`src/rtl/alu_pkg.sv`:
```
// alu_pkg: shared definitions for the execute-stage ALU.
//   - ALU_* : 4-bit alu_ctrl operation codes (1010-1111 are undefined)
//   - ALU_OP_* : 2-bit alu_op encodings fed to the ALU decoder
//   - state_e : execute-unit FSM states
//   - is_shift_op() : true for the serially executed shift codes
package alu_pkg;

  localparam logic [3:0] ALU_ADD  = 4'b0000;
  localparam logic [3:0] ALU_SUB  = 4'b0001;
  localparam logic [3:0] ALU_SLL  = 4'b0010;
  localparam logic [3:0] ALU_SLT  = 4'b0011;
  localparam logic [3:0] ALU_SLTU = 4'b0100;
  localparam logic [3:0] ALU_XOR  = 4'b0101;
  localparam logic [3:0] ALU_SRL  = 4'b0110;
  localparam logic [3:0] ALU_SRA  = 4'b0111;
  localparam logic [3:0] ALU_OR   = 4'b1000;
  localparam logic [3:0] ALU_AND  = 4'b1001;

  localparam logic [1:0] ALU_OP_ADD   = 2'b00;
  localparam logic [1:0] ALU_OP_SUB   = 2'b01;
  localparam logic [1:0] ALU_OP_FUNCT = 2'b10;

  typedef enum logic {
    IDLE  = 1'b0,
    SHIFT = 1'b1
  } state_e;

  function automatic logic is_shift_op(input logic [3:0] ctrl);
    return (ctrl == ALU_SLL) || (ctrl == ALU_SRL) || (ctrl == ALU_SRA);
  endfunction

endpackage

```
`src/rtl/alu_serial_shifter.sv`:
```
// alu_serial_shifter: 1-bit-per-cycle shifter for the execute unit.
// Ports:
//   clk, rst     : clock, synchronous active-high reset
//   clear        : drop any shift in progress (counter to 0)
//   load         : start a shift; load_val/load_left/load_arith/load_cnt
//   first_step   : load_val shifted by one (combinational)
//   shift_out    : working register shifted by one (combinational)
//   done         : final step happens at the coming edge
module alu_serial_shifter
  import alu_pkg::*;
#(
  parameter int unsigned XLEN    = 32,
  parameter int unsigned SHAMT_W = $clog2(XLEN)
) (
  input  logic               clk,
  input  logic               rst,
  input  logic               clear,
  input  logic               load,
  input  logic [XLEN-1:0]    load_val,
  input  logic [SHAMT_W-1:0] load_cnt,
  input  logic               load_left,
  input  logic               load_arith,
  output logic [XLEN-1:0]    first_step,
  output logic [XLEN-1:0]    shift_out,
  output logic               done
);

  logic [XLEN-1:0]    work_q,  work_d;
  logic [SHAMT_W-1:0] cnt_q,   cnt_d;
  logic               left_q,  left_d;
  logic               arith_q, arith_d;

  function automatic logic [XLEN-1:0] shift1(input logic [XLEN-1:0] v,
                                             input logic left,
                                             input logic arith);
    if (left) return {v[XLEN-2:0], 1'b0};
    return {arith & v[XLEN-1], v[XLEN-1:1]};
  endfunction

  assign first_step = shift1(load_val, load_left, load_arith);
  assign shift_out  = shift1(work_q, left_q, arith_q);
  assign done       = (cnt_q == SHAMT_W'(1));

  // The first bit is shifted on the load edge, so load_cnt is the number
  // of steps still to go (total amount minus one).
  always_comb begin
    work_d  = work_q;
    cnt_d   = cnt_q;
    left_d  = left_q;
    arith_d = arith_q;
    if (clear) begin
      cnt_d = '0;
    end else if (load) begin
      work_d  = first_step;
      cnt_d   = load_cnt;
      left_d  = load_left;
      arith_d = load_arith;
    end else if (cnt_q != '0) begin
      work_d = shift_out;
      cnt_d  = cnt_q - SHAMT_W'(1);
    end
  end

  always_ff @(posedge clk) begin
    if (rst) begin
      work_q  <= '0;
      cnt_q   <= '0;
      left_q  <= 1'b0;
      arith_q <= 1'b0;
    end else begin
      work_q  <= work_d;
      cnt_q   <= cnt_d;
      left_q  <= left_d;
      arith_q <= arith_d;
    end
  end

endmodule

```
`src/rtl/alu_exec_unit.sv`:
```
// alu_exec_unit: execute-stage ALU with registered, handshaked output.
// Ports:
//   clk, rst            : clock, synchronous active-high reset
//   flush               : drop in-flight work and the pending result
//   in_valid/in_ready   : upstream handshake for alu_ctrl/op_a/op_b/rd_in
//   out_valid/out_ready : downstream handshake for result/zero/rd_out/illegal
// Single-cycle ops (and shifts by 0 or 1) produce their result one cycle
// after accept; shifts by s>1 use the serial shifter and take s cycles.
module alu_exec_unit
  import alu_pkg::*;
#(
  parameter int unsigned XLEN = 32,
  parameter int unsigned RD_W = 5
) (
  input  logic            clk,
  input  logic            rst,
  input  logic            flush,
  input  logic            in_valid,
  output logic            in_ready,
  input  logic [3:0]      alu_ctrl,
  input  logic [XLEN-1:0] op_a,
  input  logic [XLEN-1:0] op_b,
  input  logic [RD_W-1:0] rd_in,
  output logic            out_valid,
  input  logic            out_ready,
  output logic [XLEN-1:0] result,
  output logic            zero,
  output logic [RD_W-1:0] rd_out,
  output logic            illegal
);

  localparam int unsigned SHAMT_W = $clog2(XLEN);

  state_e          state_q,     state_d;
  logic            out_valid_q, out_valid_d;
  logic [XLEN-1:0] result_q,    result_d;
  logic            zero_q,      zero_d;
  logic [RD_W-1:0] rd_out_q,    rd_out_d;
  logic            illegal_q,   illegal_d;
  logic [RD_W-1:0] rd_shift_q,  rd_shift_d;

  logic [SHAMT_W-1:0] shamt;
  logic               multi_cycle;
  logic               accept;
  logic [XLEN-1:0]    alu_res;
  logic               alu_illegal;
  logic [XLEN-1:0]    sh_first;
  logic [XLEN-1:0]    sh_out;
  logic               sh_done;

  assign shamt       = op_b[SHAMT_W-1:0];
  assign multi_cycle = is_shift_op(alu_ctrl) && (shamt > SHAMT_W'(1));
  assign in_ready    = (state_q == IDLE) && (!out_valid_q || out_ready) && !flush;
  assign accept      = in_valid && in_ready;

  alu_serial_shifter #(
    .XLEN    (XLEN),
    .SHAMT_W (SHAMT_W)
  ) u_shifter (
    .clk        (clk),
    .rst        (rst),
    .clear      (flush),
    .load       (accept && multi_cycle),
    .load_val   (op_a),
    .load_cnt   (shamt - SHAMT_W'(1)),
    .load_left  (alu_ctrl == ALU_SLL),
    .load_arith (alu_ctrl == ALU_SRA),
    .first_step (sh_first),
    .shift_out  (sh_out),
    .done       (sh_done)
  );

  // Shifts by 0 or 1 finish here; longer ones go through SHIFT.
  always_comb begin
    alu_res     = '0;
    alu_illegal = 1'b0;
    case (alu_ctrl)
      ALU_ADD:  alu_res = op_a + op_b;
      ALU_SUB:  alu_res = op_a - op_b;
      ALU_SLT:  alu_res = XLEN'($signed(op_a) < $signed(op_b));
      ALU_SLTU: alu_res = XLEN'(op_a < op_b);
      ALU_XOR:  alu_res = op_a ^ op_b;
      ALU_OR:   alu_res = op_a | op_b;
      ALU_AND:  alu_res = op_a & op_b;
      ALU_SLL, ALU_SRL, ALU_SRA:
                alu_res = (shamt == '0) ? op_a : sh_first;
      default:  alu_illegal = 1'b1;
    endcase
  end

  always_comb begin
    state_d     = state_q;
    out_valid_d = out_valid_q && !out_ready;
    result_d    = result_q;
    zero_d      = zero_q;
    rd_out_d    = rd_out_q;
    illegal_d   = illegal_q;
    rd_shift_d  = rd_shift_q;
    if (flush) begin
      out_valid_d = 1'b0;
      state_d     = IDLE;
    end else if (state_q == SHIFT) begin
      if (sh_done) begin
        out_valid_d = 1'b1;
        result_d    = sh_out;
        zero_d      = (sh_out == '0);
        rd_out_d    = rd_shift_q;
        illegal_d   = 1'b0;
        state_d     = IDLE;
      end
    end else if (accept) begin
      if (multi_cycle) begin
        rd_shift_d = rd_in;
        state_d    = SHIFT;
      end else begin
        out_valid_d = 1'b1;
        result_d    = alu_res;
        zero_d      = (alu_res == '0);
        rd_out_d    = rd_in;
        illegal_d   = alu_illegal;
      end
    end
  end

  always_ff @(posedge clk) begin
    if (rst) begin
      state_q     <= IDLE;
      out_valid_q <= 1'b0;
      result_q    <= '0;
      zero_q      <= 1'b1;
      rd_out_q    <= '0;
      illegal_q   <= 1'b0;
      rd_shift_q  <= '0;
    end else begin
      state_q     <= state_d;
      out_valid_q <= out_valid_d;
      result_q    <= result_d;
      zero_q      <= zero_d;
      rd_out_q    <= rd_out_d;
      illegal_q   <= illegal_d;
      rd_shift_q  <= rd_shift_d;
    end
  end

  assign out_valid = out_valid_q;
  assign result    = result_q;
  assign zero      = zero_q;
  assign rd_out    = rd_out_q;
  assign illegal   = illegal_q;

endmodule

```
`config.mk`:
```
export PLATFORM = sky130hd
export DESIGN_NAME = alu_exec_unit
export DESIGN_NICKNAME = d
export VERILOG_FILES = /design/src/rtl/alu_pkg.sv /design/src/rtl/alu_serial_shifter.sv /design/src/rtl/alu_exec_unit.sv
export SDC_FILE = /design/constraint.sdc
export NUM_CORES = 1
export LEC_CHECK = 0
export ABC_CLOCK_PERIOD_IN_PS = 13700
export CORE_UTILIZATION = 28
export CTS_BUF_LIST = sky130_fd_sc_hd__clkbuf_8
export CTS_CLUSTER_DIAMETER = 40
export DETAILED_ROUTE_END_ITERATION = 16
export PLACE_DENSITY = 0.45
export REMOVE_ABC_BUFFERS = 1
export SLEW_MARGIN = 20
export SYNTH_ARGS = -nofsm -noshare
export SYNTH_HDL_FRONTEND = slang
export SYNTH_HIERARCHICAL = 1
export SYNTH_SLANG_ARGS = --single-unit
```
`constraint.sdc`:
```
create_clock -name clk -period 13.7 [get_ports clk]
set_input_delay 2.74 -clock clk [delete_from_list [all_inputs] [get_ports clk]]
set_output_delay 2.74 -clock clk [all_outputs]
set_load 0.005 [all_outputs]
```
==> results of run 1 <==
[worst min-delay path by stage]
stage / slack, ps / start / endpoint
detailed placement: 440 / result[4] / result[4]
global placement: 440 / result[4] / result[4]
CTS: 460 / result[5] / result[5]
global route: 480 / result[1] / result[1]
floorplan: 440 / result[0] / result[0]
finish: 450 / result[5] / result[5]
[logic make-up after synthesis]
group / synth area share
xor+xnor: 0.00637
fa+ha+maj: 0.125
compound gates: 0.309
mux: 0.128
flops: 0.155
buf+inv: 0.0802
simple gates: 0.196
[report_power, final]
part	leakage, nW	switching [mW]	internal (mW)	total, mW
clock	0.0877	0.0949	0.0686	0.164
combinational	4.23	0.264	0.155	0.419
sequential	0.688	0.00669	0.256	0.262
[final cells by class]
cell class                      count  area, sq um
Inverter                          103          387
Multi-Input combinational cell   1164         8490
Fill cell                        4169        26000
Tap cell                          518          648
Clock inverter                      5         27.5
Timing Repair Buffer              141         1350
Sequential cell                    85         1700
Clock buffer                       10          138
[Yosys cell counts, types with 7 or more instances]
cell	n	area [sq um]
o22ai_1	11	68.8
a21oi_1	130	651
clkbuf_1	66	248
nand2b_1	21	131
a21o_1	17	128
a211oi_1	20	150
buf_2	26	130
or2_2	8	50.1
o21bai_1	9	67.6
dfxtp_1	85	1700
a221o_1	14	140
or3_1	10	62.6
o2bb2ai_1	32	280
nand3_1	11	55.1
a221oi_1	7	61.3
buf_1	8	30.0
o211ai_1	18	135
nor2_1	107	402
o21a_1	11	82.6
o221ai_1	23	201
nand2_1	152	571
a31oi_1	9	56.3
ha_1	107	1340
inv_1	102	383
nand4_1	12	75.1
o21ai_0	69	345
mux2_2	63	709
nor2b_1	19	119
a211o_1	7	61.3
a22oi_1	16	120
nor3_1	29	145
o31ai_1	17	128
nor4_1	17	106
mux2i_1	68	681
[stage by stage]
stage	power, mW	area (sq um)
after detailed placement	0.680	12600
after global placement	0.682	12600
after floorplan	0.517	10500
after CTS	0.847	12700
after global routing	0.897	12700
final	0.845	12700
[worst max-delay path: stages]
cell and delay (ps):
clkdlybuf4s50_1 920, inv_1 440, nor4_2 390, buf_4 350, mux2_2 420, nand2_1 70, a21oi_1 80, a2111oi_0 890
and4_1 390, nand4_1 180, nor4_2 240, nand4_1 160, nor4b_2 360, a311o_1 200
[state kept, by name, indices dropped and copies added (netlist names)]
register / count
result: 32
u_shifter/left_q: 1
state_q: 1
rd_out: 5
rd_shift_q: 5
u_shifter/cnt_q: 5
zero: 1
u_shifter/arith_q: 1
out_valid: 1
illegal: 1
u_shifter/work_q: 32
[routing by layer]
metal	vias up	GRT usage	routed length, um
li1	5476	-	-
met4	0	0.0484	1010
met2	374	0.369	21200
met5	-	0	0
met3	59	0.0216	1870
met1	5566	0.307	21700
==> results.txt, run 1 <==
----------------------------------------------------
[Routing]
  Post-DR vias/cell ... 5.66
  Number of antenna-violating nets in the routed design ... 0
  DRT Pass-1 Iters ... 5
  Via count ... 11,475
  Total DRC errors in the routed layout ... 0
  Count of routing violations after the opening detailed-route iteration ... 910
  Aggregate routed wire length ... 45.8 mm
  Routed wire per std cell ... 22.6 um

[Critical path]
  Depth of the worst register-to-register path ... 12
  Worst Setup SP ... alu_ctrl[1]
  Endpoint of the worst-slack reg-to-reg timing path ... zero
  Max FO, Critical Path ... 19
  Critical path class ... input port to flip-flop
  Startpoint type of the worst setup path ... input port
  R2R setup slack ... 9640 ps
  R2r startpoint ... state_q
  Critical path arrival ... 7830 ps
  Required time at the endpoint of the critical path ... 14,020 ps
  Critical Path End ... zero
  Kind of capture point of the worst setup path ... flip-flop

[Pwr]
  Leakage component of the power ... 5.00 nW
  Peak supply drop ... 0.0349 mV
  Power Dens Cells ... 66.3 nW/um^2

[Synth]
  Cell count after synthesis ... 1,461
  Yosys synthesis warning count ... 6
  Netlist cell types ... 99
  Area of the mapped netlist ... 11,000 sq um
  Prevailing post-synth register cell ... dfxtp_1
  Async set-or-reset flop fraction in the synthesized netlist ... 0
  EDFF count, synth ... 0
  Avg Cell Area, Syn ... 7.53 sq um
  Sequential-to-total area share from yosys stat ... 0.155
  Post-synthesis sequential element count ... 85

[GRT]
  Wire length of the first global-routing pass ... 69.4 mm
  Maximum number of pins on one net before global-route repair ... 58
  Number of antenna violations at the first check in global routing ... 0
  Grt ovf ... 0
  Overall routing resource usage ... 0.222
  Number of global-route vias before repair ... 11,040

[Floorplan]
  Core footprint ... 38,700 sq um
  Total die area ... 40,100 sq um
  Horizontal extent of the die ... 200 um
  Row count ... 72
  I/O Pins ... 119
  Initial Utilization ... 0.284
  Chip Height ... 200 um

[Place]
  Place WS ... 5980 ps
  Number of buffers inserted by port buffering ... 118
  Post-DP HPWL ... 35.1 mm
  Total instance count after detailed placement ... 2,011
  Routability-driven placement congestion ratio ... 0.919

[Worst hold path]
  Cell depth of the worst hold path ... 2
  Hold Crit Class ... flip-flop to flip-flop

[Finish]
  Commonest non-fill, non-tap cell in the layout ... nand2_1
  Share of layout cells above drive strength 1 ... 0.104
  Utilization after layout ... 0.329
  Number of diodes added for antenna fixing ... 0
  Non-filler cells, final ... 2,026
  Most used cells in the layout excluding fill and tap cells ... nand2_1, a21oi_1, clkdlybuf4s50_1, nor2_1, ha_1
  Relative area change from synthesis to final layout ... 15.8%
  Number of nets in the layout ... 1,691

[Clock tree]
  Clk pin slew, worst setup/hold paths ... 90 ps
  Clock network latency to the later pin of the worst-skew pair ... 370 ps
  Gates resized, CTS repair ... 0
  Clock Tree Root ... clkbuf_8
  TritonCTS clock tree ... yes
  H-tree level count ... 3
  CTS Buf Count ... 9
  Maximum buffer depth of the clock tree ... 2
  Number of setup buffers added after CTS ... 0
  Number of buffers inserted for hold repair after clock tree synthesis ... 0
  Sinks on Clock Net ... 85

[Timing]
  Layout Skew ... 16.5 ps
  Actual slew at the worst max-slew pin ... 1040 ps
  Final hold vios ... 0
  RSZ-0062 raised after global routing ... false
  Max Clk Rate ... 0.133 GHz
  Slew Viols, Final ... 0
  Post-route setup slack ... 6190 ps
  Share of the cycle needed by the critical path after routing ... 0.548
  Fin crit period ... 7510 ps
  Final TNS setup ... 0 ps
  Hold Worst Slack ... 450 ps
  Worst slew margin relative to its limit ... 0.286
  # setup viols final ... 0

[Run status]
  Outcome ... complete, no violations

[Flow run]
  Max-cap violation count ... 0

----------------------------------------------------
(Power assumes the default switching activity.)
==> run 2: changes to the inputs <==
--- a/config.mk
+++ b/config.mk
@@ -5,12 +5,12 @@
 export SDC_FILE = /design/constraint.sdc
 export NUM_CORES = 1
 export LEC_CHECK = 0
-export ABC_CLOCK_PERIOD_IN_PS = 13700
+export ABC_CLOCK_PERIOD_IN_PS = 6800
 export CORE_UTILIZATION = 28
 export CTS_BUF_LIST = sky130_fd_sc_hd__clkbuf_8
 export CTS_CLUSTER_DIAMETER = 40
 export DETAILED_ROUTE_END_ITERATION = 16
-export PLACE_DENSITY = 0.45
+export PLACE_DENSITY = 0.47
 export REMOVE_ABC_BUFFERS = 1
 export SLEW_MARGIN = 20
 export SYNTH_ARGS = -nofsm -noshare
==> constraint.sdc (replaced) <==
create_clock -name clk -period 6.8 [get_ports clk]
set_input_delay 1.36 -clock clk [delete_from_list [all_inputs] [get_ports clk]]
set_output_delay 1.36 -clock clk [all_outputs]
set_load 0.005 [all_outputs]
==> results.txt, run 2 (same netlist as run 1, synthesis figures left out) <==
----------------------------------------------------
[Run status]
  Outcome ... complete, no violations

[Timing]
  Hold Worst Slack ... 454 ps
  Worst slew margin relative to its limit ... 0.255
  Share of the cycle needed by the critical path after routing ... 0.917
  Post-route setup slack ... 565 ps
  Actual slew at the worst max-slew pin ... 1090 ps
  Slew Viols, Final ... 0
  Final TNS setup ... 0 ps
  RSZ-0062 raised after global routing ... false
  Fin crit period ... 6240 ps
  Max Clk Rate ... 0.160 GHz
  # setup viols final ... 0
  Layout Skew ... 11.1 ps
  Final hold vios ... 0

[Routing]
  Total DRC errors in the routed layout ... 0
  Routed wire per std cell ... 22.8 um
  Via count ... 11,671
  Post-DR vias/cell ... 5.72
  DRT Pass-1 Iters ... 5
  Aggregate routed wire length ... 46.5 mm
  Count of routing violations after the opening detailed-route iteration ... 1,025
  Number of antenna-violating nets in the routed design ... 0

[Floorplan]
  Horizontal extent of the die ... 200 um
  Core footprint ... 38,700 sq um
  Chip Height ... 200 um
  Row count ... 72
  Total die area ... 40,100 sq um
  I/O Pins ... 119
  Initial Utilization ... 0.284

[Critical path]
  Critical path arrival ... 6550 ps
  Critical Path, Cell by Cell ... clkdlybuf4s50_1 -> inv_1 -> ha_1 -> inv_1 -> a21oi_1 -> o311ai_0 -> a31oi_2 -> a311oi_2 -> a211oi_1 -> o31ai_1 -> a2111oi_0 -> or4_1 -> nor4_1 -> a311o_1
  Dominant delay contributor by cell family on the critical path ... compound AO/OA/AOI/OAI gates
  Max FO, Critical Path ... 11
  Buf/Inv on CP ... 3
  Slowest library cell on the worst path ... o311ai_0
  Kind of capture point of the worst setup path ... flip-flop
  Required time at the endpoint of the critical path ... 7120 ps
  Startpoint type of the worst setup path ... input port
  Most numerous cell on the critical path ... inv_1
  Critical path class ... input port to flip-flop
  Critical path's largest stage delay ... 780 ps
  R2r startpoint ... state_q
  Worst Setup SP ... op_a[9]

[Pwr]
  Power share of the clock group ... 0.216
  Combinational cell fraction of total power ... 0.482
  Seq pwr share ... 0.301
  Power Dens Cells ... 136 nW/um^2
  Proportion of total power due to net switching ... 0.419
  Leakage component of the power ... 5.09 nW
  Power Internal ... 1.02 mW
  Net switching power figure ... 735 uW
  Peak supply drop ... 0.112 mV

[Finish]
  Most used cells in the layout excluding fill and tap cells ... nand2_1, a21oi_1, clkdlybuf4s50_1, nor2_1, ha_1
  Area of the multi-input gates ... 8480 sq um
  Commonest non-fill, non-tap cell in the layout ... nand2_1
  Share of layout cells above drive strength 1 ... 0.113
  Number of nets in the layout ... 1,706
  Number of diodes added for antenna fixing ... 0
  Relative area change from synthesis to final layout ... 17.3%
  Non-filler cells, final ... 2,041
  Footprint of the flip-flops and latches ... 1700 sq um
  Filler Cell Count ... 4,179
  Final cell area excluding filler cells ... 12,900 sq um

[Place]
  Number of buffers inserted by port buffering ... 118
  Post-DP HPWL ... 35.6 mm
  Total instance count after detailed placement ... 2,026
  Routability-driven placement congestion ratio ... 0.938
  Place WS ... 398 ps
  Total placed instance area ... 12,700 sq um

[Clock tree]
  H-tree level count ... 3
  Clock network latency to the later pin of the worst-skew pair ... 370 ps
  CTS Buf Count ... 9
  Maximum buffer depth of the clock tree ... 2
  Number of buffers inserted for hold repair after clock tree synthesis ... 0
  Clk pin slew, worst setup/hold paths ... 90 ps
  Number of setup buffers added after CTS ... 0
  TritonCTS clock tree ... yes
  Sinks on Clock Net ... 85
  Clock Tree Root ... clkbuf_8
  Gates resized, CTS repair ... 0

[Flow run]
  Max-cap violation count ... 0

[GRT]
  Number of global-route vias before repair ... 11,154
  Number of antenna violations at the first check in global routing ... 0
  Maximum number of pins on one net before global-route repair ... 58
  Grt ovf ... 0
  Wire length of the first global-routing pass ... 70.3 mm
  Overall routing resource usage ... 0.225

[Worst hold path]
  Beginning of the worst hold path ... result[27]
  Hold Crit Class ... flip-flop to flip-flop

----------------------------------------------------
[run 2: changes by cell type in the layout (fill, tap and decap cells not counted)]
cell,before,now
o21ai_2,0,1
o21ai_4,1,0
buf_12,0,2
clkbuf_8,10,11
bufinv_16,0,1
clkinv_2,4,2
buf_4,23,36
[run 2: area by class of cell]
type	count	share of cell area
flip-flops and latches	85	0.132
clock buffers	11	0.0117
repair buffers	156	0.115
inverters	103	0.0300
well taps	518	0.0502
clock inverters	4	0.00368
multi-input cells	1164	0.657
[run 2: metrics by stage]
stage / total power [mW] / utilization
2_1_floorplan: 1.04 / -
3_3_place_gp: 1.38 / 0.328
3_5_place_dp: 1.37 / 0.328
4_1_cts: 1.76 / 0.333
5_1_grt: 1.86 / 0.333
6_report: 1.76 / 0.333
[run 2: worst register-to-register path, cell delays in order (launching register included)]
cell and delay [ps]:
dfxtp_2 320, buf_4 280, inv_2 380, buf_4 320
o221ai_1 170, a211oi_1 440, o311a_1 260, and4_1 200
nand4_1 230, nor4_2 270, nand4_1 200, nor4b_2 350
a311o_1 200
[run 2: path summary, 6_finish.rpt]
path | to | slack (ps) | cells past startpoint
worst max-delay path | zero | 560 | 14
worst min-delay path | result[27] | 450 | 2
worst max register to register | zero | 3140 | 12
worst min register to register | result[27] | 450 | 2
[run 2: power by group through the flow]
stage / combinational (mW) / sequential, mW / clock (mW)
2_1_floorplan: 0.504 / 0.538 / 0
3_3_place_gp: 0.835 / 0.540 / 0
3_5_place_dp: 0.831 / 0.541 / 0
4_1_cts: 0.836 / 0.529 / 0.395
5_1_grt: 0.913 / 0.532 / 0.414
6_report: 0.847 / 0.529 / 0.380
[run 2: routing by layer]
layer	up-vias	GRT usage	routed length, um
li1	5498	-	-
met1	5626	0.306	21000
met2	476	0.374	21700
met3	71	0.0298	2770
met4	0	0.0527	983
met5	-	0	0
==> run 3: changes to the inputs <==
--- a/config.mk
+++ b/config.mk
@@ -6,6 +6,7 @@
 export NUM_CORES = 1
 export LEC_CHECK = 0
 export ABC_CLOCK_PERIOD_IN_PS = 6800
+export CAP_MARGIN = 10
 export CORE_UTILIZATION = 28
 export CTS_BUF_LIST = sky130_fd_sc_hd__clkbuf_8
 export CTS_CLUSTER_DIAMETER = 40
@@ -15,5 +16,5 @@
 export SLEW_MARGIN = 20
 export SYNTH_ARGS = -nofsm -noshare
 export SYNTH_HDL_FRONTEND = slang
-export SYNTH_HIERARCHICAL = 1
 export SYNTH_SLANG_ARGS = --single-unit
+export TNS_END_PERCENT = 1
==> results.txt, run 3 <==
----------------------------------------------------
[Critical path]
  R2r startpoint ... state_q
  Critical path arrival ... 6150 ps
  Worst Setup SP ... op_a[1]
  Endpoint of the worst-slack reg-to-reg timing path ... zero
  Critical Path End ... zero
  Critical path class ... input port to flip-flop
  Required time at the endpoint of the critical path ... 7140 ps
  Kind of capture point of the worst setup path ... flip-flop
  Depth of the worst register-to-register path ... 11
  Startpoint type of the worst setup path ... input port
  R2R setup slack ... 2680 ps
  Max FO, Critical Path ... 7

[Finish]
  Number of nets in the layout ... 1,779
  Share of layout cells above drive strength 1 ... 0.0539
  Final cell area excluding filler cells ... 12,600 sq um
  Number of diodes added for antenna fixing ... 0
  Non-filler cells, final ... 2,106
  Relative area change from synthesis to final layout ... 17.7%
  Commonest non-fill, non-tap cell in the layout ... nand2_1
  Area of the multi-input gates ... 8160 sq um
  Most used cells in the layout excluding fill and tap cells ... nand2_1, a21oi_1, nor2_1, clkdlybuf4s50_1
  Filler Cell Count ... 4,120
  Utilization after layout ... 0.334
  Footprint of the flip-flops and latches ... 1700 sq um

[Synth]
  Dominant cell by count in the synthesized netlist ... nand2_1
  Avg Cell Area, Syn ... 6.91 sq um
  Cell accounting for the most synthesized area ... dfxtp_1
  Yosys synthesis warning count ... 0
  Synth top cells by count ... nand2_1, a21oi_1, nor2_1
  Cell count after synthesis ... 1,545
  Area of the mapped netlist ... 10,700 sq um
  EDFF count, synth ... 0
  Fraction of post-synthesis cell area in the top cell type by area ... 0.159
  Prevailing post-synth register cell ... dfxtp_1
  Top cells by area, synth ... dfxtp_1, ha_1, a21oi_1
  Netlist cell types ... 80
  Async set-or-reset flop fraction in the synthesized netlist ... 0
  Post-synthesis sequential element count ... 85
  Sequential-to-total area share from yosys stat ... 0.159

[Timing]
  Fin crit period ... 5810 ps
  # setup viols final ... 0
  Post-route setup slack ... 994 ps
  Share of the cycle needed by the critical path after routing ... 0.854
  Slew Viols, Final ... 0
  Final TNS setup ... 0 ps
  Final hold vios ... 0
  RSZ-0062 raised after global routing ... false
  Max Clk Rate ... 0.172 GHz
  Worst slew margin relative to its limit ... 0.261
  Hold Worst Slack ... 455 ps
  Layout Skew ... 16.8 ps
  Actual slew at the worst max-slew pin ... 1110 ps

[Pwr]
  Overall Power ... 2.02 mW
  Leakage component of the power ... 4.83 nW
  Power Dens Cells ... 161 nW/um^2
  Peak supply drop ... 0.158 mV

[Floorplan]
  Initial Utilization ... 0.284
  Horizontal extent of the die ... 197 um
  Row count ... 71
  I/O Pins ... 119
  Core footprint ... 37,600 sq um
  Total die area ... 38,900 sq um
  Chip Height ... 197 um

[GRT]
  Overall routing resource usage ... 0.235
  Number of global-route vias before repair ... 11,625
  Number of antenna violations at the first check in global routing ... 1
  Grt ovf ... 0
  Maximum number of pins on one net before global-route repair ... 84
  Wire length of the first global-routing pass ... 70.9 mm

[Routing]
  Routed wire per std cell ... 21.9 um
  Number of antenna-violating nets in the routed design ... 0
  Post-DR vias/cell ... 5.77
  Highest metal layer with signal wires ... met5
  Total DRC errors in the routed layout ... 0
  DR WL met3 ... 3.20 mm
  DRT met1 WL ... 21.0 mm
  Count of routing violations after the opening detailed-route iteration ... 1,191
  Aggregate routed wire length ... 46.0 mm
  DRT Pass-1 Iters ... 6
  Routed met2 length ... 20.6 mm
  Via count ... 12,148

[Place]
  Post-DP HPWL ... 34.7 mm
  Total placed instance area ... 12,300 sq um
  Total instance count after detailed placement ... 2,091
  Routability-driven placement congestion ratio ... 0.945
  Place WS ... 692 ps
  Number of buffers inserted by port buffering ... 118

[Clock tree]
  TritonCTS clock tree ... yes
  Sinks on Clock Net ... 85
  Clock network latency to the later pin of the worst-skew pair ... 400 ps
  Clock Tree Root ... clkbuf_8
  Clk pin slew, worst setup/hold paths ... 100 ps
  H-tree level count ... 3
  Number of setup buffers added after CTS ... 0
  CTS Buf Count ... 9
  Maximum buffer depth of the clock tree ... 2
  Gates resized, CTS repair ... 0
  Number of buffers inserted for hold repair after clock tree synthesis ... 0

[Flow run]
  Max-cap violation count ... 0

[Worst hold path]
  Hold Crit Class ... flip-flop to flip-flop

[Run status]
  Outcome ... complete, no violations

----------------------------------------------------
## run 3: cell types whose count changed after synthesis, sizes merged, moves of 16 or more
cell,previous run,this run
nand3,11,46
a21oi,131,177
a211oi,20,36
mux2,63,7
buf,42,24
nand2,153,196
clkbuf,67,92
o2bb2ai,34,2
## run 3: logic make-up after synthesis
kind of cell | Yosys count | synth area share
DFF | 85 | 0.159
adders and majority gates | 110 | 0.130
AOI/OAI and AO/OA | 520 | 0.319
xor gates and xnor gates | 16 | 0.0131
and+or+nand+nor | 524 | 0.232
muxes | 66 | 0.0627
buffers and inverters | 224 | 0.0835
## run 3: worst min path at each step
stage                       from                end  slack (ps)  cells past startpoint
6_report              result[24]         result[24]         460                      2
3_3_place_gp          result[22]         result[22]         440                      2
2_1_floorplan  u_shifter.arith_q  u_shifter.arith_q         430                      2
4_1_cts               result[24]         result[24]         460                      2
3_5_place_dp          result[24]         result[24]         450                      2
5_1_grt                result[1]          result[1]         480                      2
## run 3: layout make-up
cell class	count	share of cell area
inverter	108	0.0323
multi-input combinational	1236	0.649
clock inverter	6	0.00886
tap	511	0.0509
timing repair buffer	151	0.113
clock buffer	9	0.00986
sequential	85	0.136
## run 3: power by group
part           internal [mW]  switching, mW
Combinational          0.349          0.645
Sequential             0.535         0.0260
Clock                  0.244          0.221
## run 3: critical path, cell delays in order
cell	delay, ps
clkdlybuf4s50_1	680
inv_1	130
ha_1	360
a211oi_1	550
o21ai_0	360
a211oi_1	610
o21ai_0	220
a221oi_1	250
o21ai_0	130
or4_1	530
nor4_1	300
nor4b_2	380
nand4_1	140
o21ai_1	140
## run 3: layer usage
| metal | up-vias | GRT usage |
|---|---|---|
| met5 | - | 0 |
| met4 | 2 | 0.0781 |
| met3 | 92 | 0.0374 |
| met2 | 572 | 0.374 |
| met1 | 5784 | 0.322 |
| li1 | 5698 | - |
